## src/rtl/nrd8_pkg.sv

```systemverilog
// Shared types and constants for the 8-bit non-restoring divider result stage.
// Tag travels alongside the core; result is what the FIFO stores.
package nrd8_pkg;

    localparam int NRD8_LAT = 7;
    localparam int NRD8_W   = 8;

    typedef struct packed {
        logic              dvd_neg;
        logic              dvs_neg;
        logic              dz;
        logic [NRD8_W-1:0] dividend;
    } nrd8_tag_t;

    typedef struct packed {
        logic [NRD8_W-1:0] quo;
        logic [NRD8_W-1:0] rem;
        logic              dz;
        logic              ovf;
    } nrd8_res_t;

endpackage

```

## src/rtl/nrd8_fifo_chk.sv

```systemverilog
// Checker for the result FIFO: a push must never land in a full FIFO,
// because issue credit is supposed to make that impossible.
module nrd8_fifo_chk #(
    parameter int DEPTH = 8,
    parameter int CW    = $clog2(DEPTH) + 1
) (
    input logic          clk,
    input logic          rst_n,
    input logic          push,
    input logic [CW-1:0] count
);

    // Flags any push while every entry is occupied.
    a_no_push_full: assert property (@(posedge clk) disable iff (!rst_n)
        !(push && (count == CW'(DEPTH))));

endmodule

```

## src/rtl/nrd8_res_fifo.sv

```systemverilog
// Synchronous DEPTH-entry result FIFO; head entry and valid are register-driven
// so the consumer sees stable outputs while it stalls.
module nrd8_res_fifo
    import nrd8_pkg::*;
#(
    parameter int DEPTH = 8,
    parameter int AW    = $clog2(DEPTH),
    parameter int CW    = $clog2(DEPTH) + 1
) (
    input  logic          clk,
    input  logic          rst_n,
    input  logic          push,
    input  nrd8_res_t     push_data,
    input  logic          pop,
    output nrd8_res_t     head,
    output logic [CW-1:0] count,
    output logic [CW-1:0] count_nxt,
    output logic          valid
);

    nrd8_res_t     mem_r [DEPTH];
    logic [AW-1:0] wr_ptr_r;
    logic [AW-1:0] rd_ptr_r;
    logic [CW-1:0] count_r;
    logic [CW-1:0] count_nxt_s;
    logic          valid_r;

    // Occupancy after this cycle's push/pop.
    always_comb begin
        count_nxt_s = count_r;
        case ({push, pop})
            2'b10:   count_nxt_s = count_r + CW'(1);
            2'b01:   count_nxt_s = count_r - CW'(1);
            default: count_nxt_s = count_r;
        endcase
    end

    // Storage, pointers, occupancy and the registered non-empty flag.
    always_ff @(posedge clk or negedge rst_n) begin
        if (!rst_n) begin
            for (int i = 0; i < DEPTH; i++) begin
                mem_r[i] <= '0;
            end
            wr_ptr_r <= '0;
            rd_ptr_r <= '0;
            count_r  <= '0;
            valid_r  <= 1'b0;
        end else begin
            if (push) begin
                mem_r[wr_ptr_r] <= push_data;
                wr_ptr_r        <= wr_ptr_r + AW'(1);
            end
            if (pop) begin
                rd_ptr_r <= rd_ptr_r + AW'(1);
            end
            count_r <= count_nxt_s;
            valid_r <= (count_nxt_s != '0);
        end
    end

    assign head      = mem_r[rd_ptr_r];
    assign count     = count_r;
    assign count_nxt = count_nxt_s;
    assign valid     = valid_r;

    nrd8_fifo_chk #(.DEPTH(DEPTH), .CW(CW)) u_chk (
        .clk   (clk),
        .rst_n (rst_n),
        .push  (push),
        .count (count_r)
    );

endmodule

```

## src/rtl/nrd8_post.sv

```systemverilog
// Result stage for the pipelined 8-bit divider: delays the issue tag by the core
// latency, applies sign/exception correction and buffers results under credit.
module nrd8_post
    import nrd8_pkg::*;
#(
    parameter int LAT   = NRD8_LAT,
    parameter int DEPTH = 8
) (
    input  logic              clk,
    input  logic              reset,
    input  logic              issue_valid,
    output logic              issue_ready,
    input  logic              issue_dvd_neg,
    input  logic              issue_dvs_neg,
    input  logic              issue_dvs_zero,
    input  logic [NRD8_W-1:0] issue_dividend,
    input  logic [NRD8_W-1:0] div_quo,
    input  logic [NRD8_W-1:0] div_rem,
    output logic              out_valid,
    input  logic              out_ready,
    output logic [NRD8_W-1:0] out_quo,
    output logic [NRD8_W-1:0] out_rem,
    output logic              out_dz,
    output logic              out_ovf
);

    localparam int CW = $clog2(DEPTH) + 1;

    logic          v_r   [LAT];
    nrd8_tag_t     tag_r [LAT];
    logic          accept_s;
    logic          push_s;
    logic          pop_s;
    nrd8_tag_t     tail_s;
    nrd8_res_t     res_s;
    nrd8_res_t     head_s;
    logic          sgn_s;
    logic [CW-1:0] inflight_r;
    logic [CW-1:0] inflight_nxt_s;
    logic [CW-1:0] count_s;
    logic [CW-1:0] count_nxt_s;
    logic [CW:0]   credit_sum_s;
    logic          ready_r;

    assign accept_s = issue_valid && ready_r;
    assign push_s   = v_r[LAT-1];
    assign tail_s   = tag_r[LAT-1];
    assign pop_s    = out_valid && out_ready;

    // Tag delay line; it never stalls, so the tail lines up with the core output.
    always_ff @(posedge clk or negedge reset) begin
        if (!reset) begin
            for (int i = 0; i < LAT; i++) begin
                v_r[i]   <= 1'b0;
                tag_r[i] <= '0;
            end
        end else begin
            v_r[0]   <= accept_s;
            tag_r[0] <= '{dvd_neg:  issue_dvd_neg,
                          dvs_neg:  issue_dvs_neg,
                          dz:       issue_dvs_zero,
                          dividend: issue_dividend};
            for (int i = 1; i < LAT; i++) begin
                v_r[i]   <= v_r[i-1];
                tag_r[i] <= tag_r[i-1];
            end
        end
    end

    // Sign correction of the core magnitudes; divide-by-zero overrides everything.
    always_comb begin
        res_s = '0;
        sgn_s = tail_s.dvd_neg ^ tail_s.dvs_neg;
        if (tail_s.dz) begin
            res_s.quo = 8'hFF;
            res_s.rem = tail_s.dividend;
            res_s.dz  = 1'b1;
            res_s.ovf = 1'b0;
        end else begin
            res_s.quo = sgn_s ? (8'h00 - div_quo) : div_quo;
            res_s.rem = tail_s.dvd_neg ? (8'h00 - div_rem) : div_rem;
            res_s.dz  = 1'b0;
            res_s.ovf = !sgn_s && div_quo[7];
        end
    end

    // Operations launched but not yet pushed into the FIFO.
    always_comb begin
        inflight_nxt_s = inflight_r;
        case ({accept_s, push_s})
            2'b10:   inflight_nxt_s = inflight_r + CW'(1);
            2'b01:   inflight_nxt_s = inflight_r - CW'(1);
            default: inflight_nxt_s = inflight_r;
        endcase
    end

    assign credit_sum_s = {1'b0, inflight_nxt_s} + {1'b0, count_nxt_s};

    // Registered credit: a pop only frees a slot for issue from the next cycle.
    always_ff @(posedge clk or negedge reset) begin
        if (!reset) begin
            inflight_r <= '0;
            ready_r    <= 1'b1;
        end else begin
            inflight_r <= inflight_nxt_s;
            ready_r    <= (credit_sum_s < (CW+1)'(DEPTH));
        end
    end

    nrd8_res_fifo #(.DEPTH(DEPTH)) u_fifo (
        .clk       (clk),
        .rst_n     (reset),
        .push      (push_s),
        .push_data (res_s),
        .pop       (pop_s),
        .head      (head_s),
        .count     (count_s),
        .count_nxt (count_nxt_s),
        .valid     (out_valid)
    );

    assign issue_ready = ready_r;
    assign out_quo     = head_s.quo;
    assign out_rem     = head_s.rem;
    assign out_dz      = head_s.dz;
    assign out_ovf     = head_s.ovf;

endmodule

```

## config.mk

```make
export PLATFORM = sky130hd
export DESIGN_NAME = nrd8_post
export DESIGN_NICKNAME = d
export VERILOG_FILES = /design/src/rtl/nrd8_pkg.sv /design/src/rtl/nrd8_fifo_chk.sv /design/src/rtl/nrd8_res_fifo.sv /design/src/rtl/nrd8_post.sv
export SDC_FILE = /design/constraint.sdc
export NUM_CORES = 1
export LEC_CHECK = 0
export ABC_AREA = 1
export CORE_UTILIZATION = 58
export DETAILED_ROUTE_END_ITERATION = 10
export PLACE_DENSITY = 0.77
export RECOVER_POWER = 25
export SETUP_SLACK_MARGIN = 0.2
export SLEW_MARGIN = 20
export SYNTH_ARGS = -nofsm -noshare
export SYNTH_HDL_FRONTEND = slang
export SYNTH_SLANG_ARGS = --single-unit
```

## constraint.sdc

```tcl
create_clock -name clk -period 2.25 [get_ports clk]
set_clock_uncertainty 0.05 [all_clocks]
set_input_delay 0.3375 -clock clk [delete_from_list [all_inputs] [get_ports clk]]
set_output_delay 0.3375 -clock clk [all_outputs]
set_load 0.03 [all_outputs]
```

==> insert_results.sql, run 1 <==
INSERT INTO impl_metrics (metric_group, metric, value, unit) VALUES
('outcome', 'status', 'finished, violations left', ''),
('outcome', 'violations', 'capacitance limit, slew limit, setup timing', ''),
('synth', 'synthesis.yosys.warnings', '0', ''),
('placement', 'gp_routability_congestion', '0.8284', ''),
('clock_tree', 'cts_inserted_buffers', '24', ''),
('clock_tree', 'cts.reportedPaths.clkPinSlew', '60', 'ps'),
('critical_path', 'cp_max_stage_delay', '460', 'ps'),
('sta', 'max_slew.worst_pin.slew', '1704', 'ps'),
('critical_path', 'ff2ff_path_depth', '12', ''),
('placement', 'port-buffer-count', '50', ''),
('synth', 'synth_area_per_inst', '8.826', 'um^2'),
('layout', 'area.growth.synth_to_final', '18.94', '%'),
('route', 'drt_wl_total', '24.19', 'mm'),
('sta', 'postLayoutSetupSlackWorst', '-196.7', 'ps'),
('floorplan', 'dieHeight', '135.4', 'um'),
('min_path', 'worst_hold_start', 'v_r[3]$_DFF_PN0_', ''),
('floorplan', 'initial_core_util', '59.44', '%'),
('placement', 'pre_cts_slack', '-256.9', 'ps'),
('grt', 'total_track_usage', '27.85', '%'),
('placement', 'placement.cell_area', '11240', 'um^2'),
('floorplan', 'coreArea', '17360', 'um^2'),
('critical_path', 'regToRegSetupSlack', '200', 'ps'),
('power_and_ir_drop', 'ir_worst_vdd', '0.0008974', 'V'),
('clock_tree', 'clk_latency', '520', 'ps'),
('floorplan', 'io_pins', '51', ''),
('critical_path', 'critPathMaxFanout', '23', ''),
('synth', 'synth_top_cell_by_area', 'sky130_fd_sc_hd__dfrtp_1', ''),
('sta', 'final_min_period_over_clock_period', '108.7', '%'),
('synth', 'yosys.cell_count.top_type', 'sky130_fd_sc_hd__nand2_1', ''),
('clock_tree', 'cts-htree-levels', '1', ''),
('layout', 'layout.filler_cells', '1269', ''),
('synth', 'prevailing_post_synth_register_cell', 'sky130_fd_sc_hd__dfrtp_1', ''),
('critical_path', 'crit_path_dat', '2060', 'ps'),
('power_and_ir_drop', 'p_per_cell_area', '1362', 'nW/um^2'),
('grt', 'grt_antenna_before_repair', '0', ''),
('synth', 'ys_types', '35', ''),
('synth', 'synthCells', '1169', ''),
('clock_tree', 'cts.path.max_buffers', '3', ''),
('synth', 'post_synth_edffs', '0', ''),
('critical_path', 'cp-end-kind', 'output port', ''),
('route', 'wl_per_cell', '16.38', 'um'),
('synth', 'netlist_area', '10320', 'um^2'),
('flow_run', 'max-cap-violations', '1', ''),
('sta', 'max_slew_violation_count', '67', ''),
('route', 'dr.max_layer_used', 'met4', ''),
('min_path', 'hold_path_depth', '0', ''),
('critical_path', 'worstPathCellList', 'buf_6 > o21ai_0 > o22ai_1 > nor2_1 > a31oi_1 > buf_4', ''),
('layout', 'num_antenna_cells', '0', ''),
('critical_path', 'required', '1860', 'ps'),
('layout', 'final_nets', '1280', ''),
('sta', 'setup_viol_count_final', '17', ''),
('floorplan', 'die-width', '135.4', 'um'),
('clock_tree', 'tritoncts', 'built', ''),
('min_path', 'hold_path_end', 'v_r[2]$_DFF_PN0_', ''),
('synth', 'synth_fp_nets', '1212', ''),
('power_and_ir_drop', 'power_leakage', '0.005791', 'uW'),
('sta', 'rsz0062_at_grt', 'true', ''),
('sta', 'final.setup.tns', '-1592', 'ps'),
('critical_path', 'setup.worst_path.class', 'reg2out', ''),
('synth', 'synth.cells.most_frequent', '375 x sky130_fd_sc_hd__nand2_1, 243 x sky130_fd_sc_hd__dfrtp_1, 131 x sky130_fd_sc_hd__o21ai_0, 84 x sky130_fd_sc_hd__nor2_1, 82 x sky130_fd_sc_hd__inv_1', ''),
('sta', 'min_period', '2447', 'ps'),
('sta', 'relSlewSlack', '-13.60', '%'),
('layout', 'postLayoutCellArea', '12270', 'um^2'),
('route', 'detailroute.via_count', '8044', ''),
('route', 'drc', '0', ''),
('synth', 'synth_top_cell_area_share', '58.94', '%'),
('critical_path', 'crit-reg2reg-launch', 'issue_ready$_DFF_PN1_', ''),
('route', 'drt_first_iter_violations', '693', ''),
('synth', 'post_synthesis_register_bit_count', '244', ''),
('clock_tree', 'clock_tree.root_cell', 'sky130_fd_sc_hd__clkbuf_16', ''),
('route', 'dr_wl_met2', '11.55', 'mm');
## cell families after synthesis
logic type	count (synthesis)	synth area share [%]
simple gates	530	21.11
xor+xnor	10	0.9217
fa+ha+maj	12	1.455
compound gates	221	11.22
flops	244	59.19
buf+inv	152	6.100
## worst max-delay path by stage
| stage | cells past startpoint | slack (ps) | end |
|---|---|---|---|
| after global routing | 7 | -230 | out_quo[4] |
| after CTS | 6 | -160 | out_rem[6] |
| final | 6 | -200 | out_rem[6] |
| after detailed placement | 17 | -260 | issue_ready$_DFF_PN1_ |
| after global placement | 17 | -170 | issue_ready$_DFF_PN1_ |
| after floorplan | 11 | 90 | issue_ready$_DFF_PN1_ |
## power by group
part           internal [uW]  total [uW]  switching [uW]
clock network           2240        3860            1610
logic                   2500        6520            4020
registers               5670        6340             677
total                  10400       16700            6310
## registers in the layout, indices dropped and copies added, names as in the netlist
register and cells:
issue_ready 1, u_fifo.count 4, u_fifo.wr_ptr_r 3, u_fifo.valid 1, push_s 1, u_fifo.mem_r 144, inflight_r 4, tag_r 77
v_r 6, u_fifo.rd_ptr_r 3
## worst reg2reg max path, delay by kind of cell, from the launching register on
family | cells | cell delay [ps]
fa+ha+maj | 2 | 410
buf+inv | 2 | 190
compound gates | 1 | 190
xor+xnor | 1 | 140
flops | 1 | 570
simple gates | 6 | 420
## layout by cell type (no fill, tap or decap), drive strengths merged, types with 3 or more instances in the layout
| cell | Yosys | final |
|---|---|---|
| o21ai | 142 | 142 |
| clkbuf | 20 | 36 |
| dlygate4sd3 | 0 | 12 |
| buf | 34 | 64 |
| nor2 | 93 | 93 |
| nor3 | 3 | 3 |
| clkinv | 1 | 4 |
| inv | 97 | 97 |
| nand3 | 50 | 50 |
| clkdlybuf4s50 | 0 | 19 |
| xor2 | 8 | 8 |
| or2 | 3 | 3 |
| nand2 | 376 | 376 |
| nand3b | 3 | 3 |
| o22ai | 9 | 9 |
| dfrtp | 243 | 243 |
| a31oi | 21 | 21 |
| a21oi | 47 | 47 |
| ha | 12 | 12 |
## per-stage QoR
step | instances | hold WS, ps | power [uW]
after CTS | 1475 | 194.3 | 16390
final | 1477 | 295.3 | 16720
after detailed placement | 1432 | 284.7 | 12260
after global routing | 1477 | 302.4 | 17740
after floorplan | 1169 | -8.091 | 10260
after global placement | 1432 | 282.5 | 12090
## what timing repair did
| item | 4_1_cts | 5_1_grt |
|---|---|---|
| hold buffers | 1 | 0 |
| setup buffers | 1 | 2 |
| setup endpoints to repair | 20 | 19 |
| pin swaps | 6 | 17 |
| gates resized for setup | 32 | 35 |
| hold endpoints to repair | 62 | 0 |
## per-layer routing
metal  up-vias  global-route usage, %
li1       3854                      -
met1      3843                  38.56
met2       280                  45.36
met3        67                  3.741
met4         0                  9.988
met5         -                      0
## layout make-up
cell class | instances | area, um^2 | share of cell area, %
clock buffer | 36 | 695.7 | 5.669
tap | 225 | 281.5 | 2.294
multi-input combinational | 773 | 3779 | 30.79
sequential | 244 | 6110 | 49.79
inverter | 98 | 375.4 | 3.059
clock inverter | 5 | 63.81 | 0.5200
timing repair buffer | 96 | 967.2 | 7.881
Note: power is estimated with default switching activity, not from simulation.
==> run 2: changes to the inputs <==
CORE_MARGIN = 4   (was not set)
==> run 2 against run 1 <==
  * The run still ends with capacitance limit, slew limit, setup timing left
  * Combinational power grew 6.7%
  * Sequential share of layout area shrank 0.97 points
  * Sequential power grew 0.8%
  * Design area grew 2.0%
  * Total power grew 5.2%
  * Core utilization grew 1.4 points
  * Largest power group unchanged
==> insert_results.sql, run 2 (same netlist as run 1, synthesis figures left out) <==
INSERT INTO impl_metrics (metric_group, metric, value, unit) VALUES
('placement', 'pre_cts_slack', '-259.9', 'ps'),
('placement', 'dp.final_hpwl', '15.39', 'mm'),
('sta', 'min_period', '2474', 'ps'),
('clock_tree', 'cts_sinks', '244', ''),
('floorplan', 'die-area', '19990', 'um^2'),
('clock_tree', 'cts-htree-levels', '1', ''),
('power_and_ir_drop', 'p_per_cell_area', '1405', 'nW/um^2'),
('route', 'drt_wl_total', '24.98', 'mm'),
('critical_path', 'critPathMaxFanout', '8', ''),
('grt', 'grt_pass1_vias', '8205', ''),
('min_path', 'worst_hold_start', 'tag_r[23]$_DFF_PN0_', ''),
('layout', 'area.growth.synth_to_final', '21.37', '%'),
('route', 'drc', '0', ''),
('floorplan', 'initial_core_util', '59.44', '%'),
('sta', 'relSlewSlack', '-16.50', '%'),
('floorplan', 'die-width', '141.4', 'um'),
('clock_tree', 'clk_latency', '520', 'ps'),
('floorplan', 'dieHeight', '141.4', 'um'),
('min_path', 'hold_path_end', 'tag_r[12]$_DFF_PN0_', ''),
('power_and_ir_drop', 'power_leakage', '0.005920', 'uW'),
('critical_path', 'setup.worst_path.class', 'reg2out', ''),
('layout', 'mostFrequentLayoutCell', 'sky130_fd_sc_hd__nand2_1', ''),
('clock_tree', 'tritoncts', 'built', ''),
('route', 'viasPerCell', '5.567', ''),
('sta', 'setup_viol_count_final', '18', ''),
('grt', 'total_track_usage', '25.29', '%'),
('critical_path', 'ff2ff_path_depth', '10', ''),
('route', 'drt_pre_antenna_iters', '7', ''),
('floorplan', 'placementRows', '48', ''),
('clock_tree', 'clock_tree.root_cell', 'sky130_fd_sc_hd__clkbuf_16', ''),
('critical_path', 'worst_setup_path_start_kind', 'flip-flop', ''),
('critical_path', 'cp-end-kind', 'output port', ''),
('grt', 'globalRoute.totalOverflow', '0', ''),
('flow_run', 'max-cap-violations', '1', ''),
('critical_path', 'crit-reg2reg-launch', 'issue_ready$_DFF_PN1_', ''),
('clock_tree', 'cts_inserted_buffers', '25', ''),
('route', 'detailroute.via_count', '8312', ''),
('layout', 'registers.top_by_ff_count', 'u_fifo.mem_r', ''),
('critical_path', 'regToRegSetupSlack', '210', 'ps'),
('min_path', 'hold_path_depth', '0', ''),
('sta', 'finalHoldWorstSlack', '286.0', 'ps'),
('power_and_ir_drop', 'power.total', '17590', 'uW'),
('grt', 'grt_max_degree', '65', ''),
('min_path', 'hold_class', 'reg2reg', ''),
('critical_path', 'crit_path_dat', '2090', 'ps'),
('sta', 'final_min_period_over_clock_period', '110.0', '%'),
('sta', 'max_freq', '404.2', 'MHz'),
('outcome', 'status', 'finished, violations left', ''),
('critical_path', 'required', '1860', 'ps'),
('layout', 'num_antenna_cells', '0', ''),
('placement', 'gp_routability_congestion', '0.8621', ''),
('route', 'final_antenna_net_count', '0', ''),
('layout', 'top_regs', 'u_fifo.mem_r x144, tag_r x77, v_r x6', ''),
('grt', 'grt_first_pass_wirelength', '41.19', 'mm'),
('floorplan', 'coreArea', '17360', 'um^2'),
('route', 'drt_first_iter_violations', '658', ''),
('sta', 'hold_viol', '0', ''),
('clock_tree', 'cts.reportedPaths.clkPinSlew', '60', 'ps'),
('critical_path', 'reg2reg_to', 'issue_ready$_DFF_PN1_', ''),
('layout', 'final_nets', '1292', ''),
('power_and_ir_drop', 'ir_worst_vdd', '0.0008763', 'V'),
('layout', 'drive_gt1_share', '15.85', '%'),
('route', 'wl_per_cell', '16.73', 'um'),
('sta', 'max_slew_violation_count', '61', ''),
('placement', 'port-buffer-count', '50', ''),
('sta', 'rsz0062_at_grt', 'true', ''),
('clock_tree', 'cts.path.max_buffers', '3', ''),
('sta', 'max_slew.worst_pin.slew', '1747', 'ps'),
('layout', 'largest_reg_flops', '144', ''),
('floorplan', 'io_pins', '51', ''),
('layout', 'layout.core_utilization', '72.15', '%'),
('outcome', 'violations', 'capacitance limit, slew limit, setup timing', ''),
('layout', 'layout.cells.most_common_list', '364 x sky130_fd_sc_hd__nand2_1, 239 x sky130_fd_sc_hd__dfrtp_1, 112 x sky130_fd_sc_hd__o21ai_0', ''),
('sta', 'postLayoutSetupSlackWorst', '-223.9', 'ps'),
('grt', 'grt_antenna_before_repair', '0', '');
## run 2: cell count changes in the layout (fill, tap and decap cells not counted), sizes merged
cell,delta
buf,+10
clkbuf,+5
bufinv,+1
clkinv,+1
clkinvlp,-1
## run 2: worst max-delay path by stage
stage	from	endpoint	cells after the start
after global placement	out_ready	issue_ready$_DFF_PN1_	17
after detailed placement	out_ready	issue_ready$_DFF_PN1_	13
final	u_fifo.rd_ptr_r[1]$_DFFE_PN0N_	out_rem[6]	8
after CTS	u_fifo.rd_ptr_r[0]$_DFFE_PN0N_	out_quo[7]	6
after global routing	u_fifo.rd_ptr_r[1]$_DFFE_PN0N_	out_quo[2]	9
after floorplan	issue_ready$_DFF_PN1_	issue_ready$_DFF_PN1_	11
## run 2: layout make-up
class / instances / area, um^2
clock inverters: 6 / 83.83
inverters: 98 / 382.9
flip-flops and latches: 244 / 6112
repair buffers: 107 / 1094
multi-input cells: 773 / 3786
clock buffers: 40 / 782.0
fillers: 1205 / 4835
well taps: 225 / 281.5
## run 2: timing repair
action / in CTS / in global routing
pin swaps: 12 / 19
hold buffers: 1 / 0
gates resized for setup: 60 / 41
gates cloned: 1 / 0
setup endpoints to repair: 20 / 20
buffers inserted: 4 / 6
endpoints found under the hold margin: 59 / 0
## run 2: worst max-delay path, cell delays in order, from the launching register on
cell                       delay (ps)
sky130_fd_sc_hd__dfrtp_2          470
sky130_fd_sc_hd__clkinv_4         110
sky130_fd_sc_hd__buf_12           140
sky130_fd_sc_hd__buf_4            120
sky130_fd_sc_hd__o21ai_0           70
sky130_fd_sc_hd__o22ai_1          150
sky130_fd_sc_hd__nor2_1            80
sky130_fd_sc_hd__a31oi_1          230
sky130_fd_sc_hd__buf_4            210
## run 2: through the flow
step           std cells  TNS, ps  cell area, um^2
6_report            1493    -2199            12520
4_1_cts             1487    -1882            12350
2_1_floorplan       1169        0            10330
3_5_place_dp        1435   -343.5            11250
5_1_grt             1493    -3637            12520
3_3_place_gp        1435   -194.0            11250
## run 2: power breakdown
| part | leakage, uW | internal, uW | switching, uW |
|---|---|---|---|
| registers | 0.00264 | 5670 | 715 |
| logic | 0.00285 | 2800 | 4160 |
| clock network | 0.000430 | 2600 | 1640 |
## run 2: layer usage
| metal | vias to the layer above | GRT usage, % | wire length [um] |
|---|---|---|---|
| met5 | - | 0 | 0 |
| met4 | 0 | 7.828 | 685 |
| met2 | 345 | 42.29 | 12030 |
| met3 | 61 | 4.078 | 1863 |
| met1 | 4016 | 34.45 | 10400 |
| li1 | 3890 | - | - |
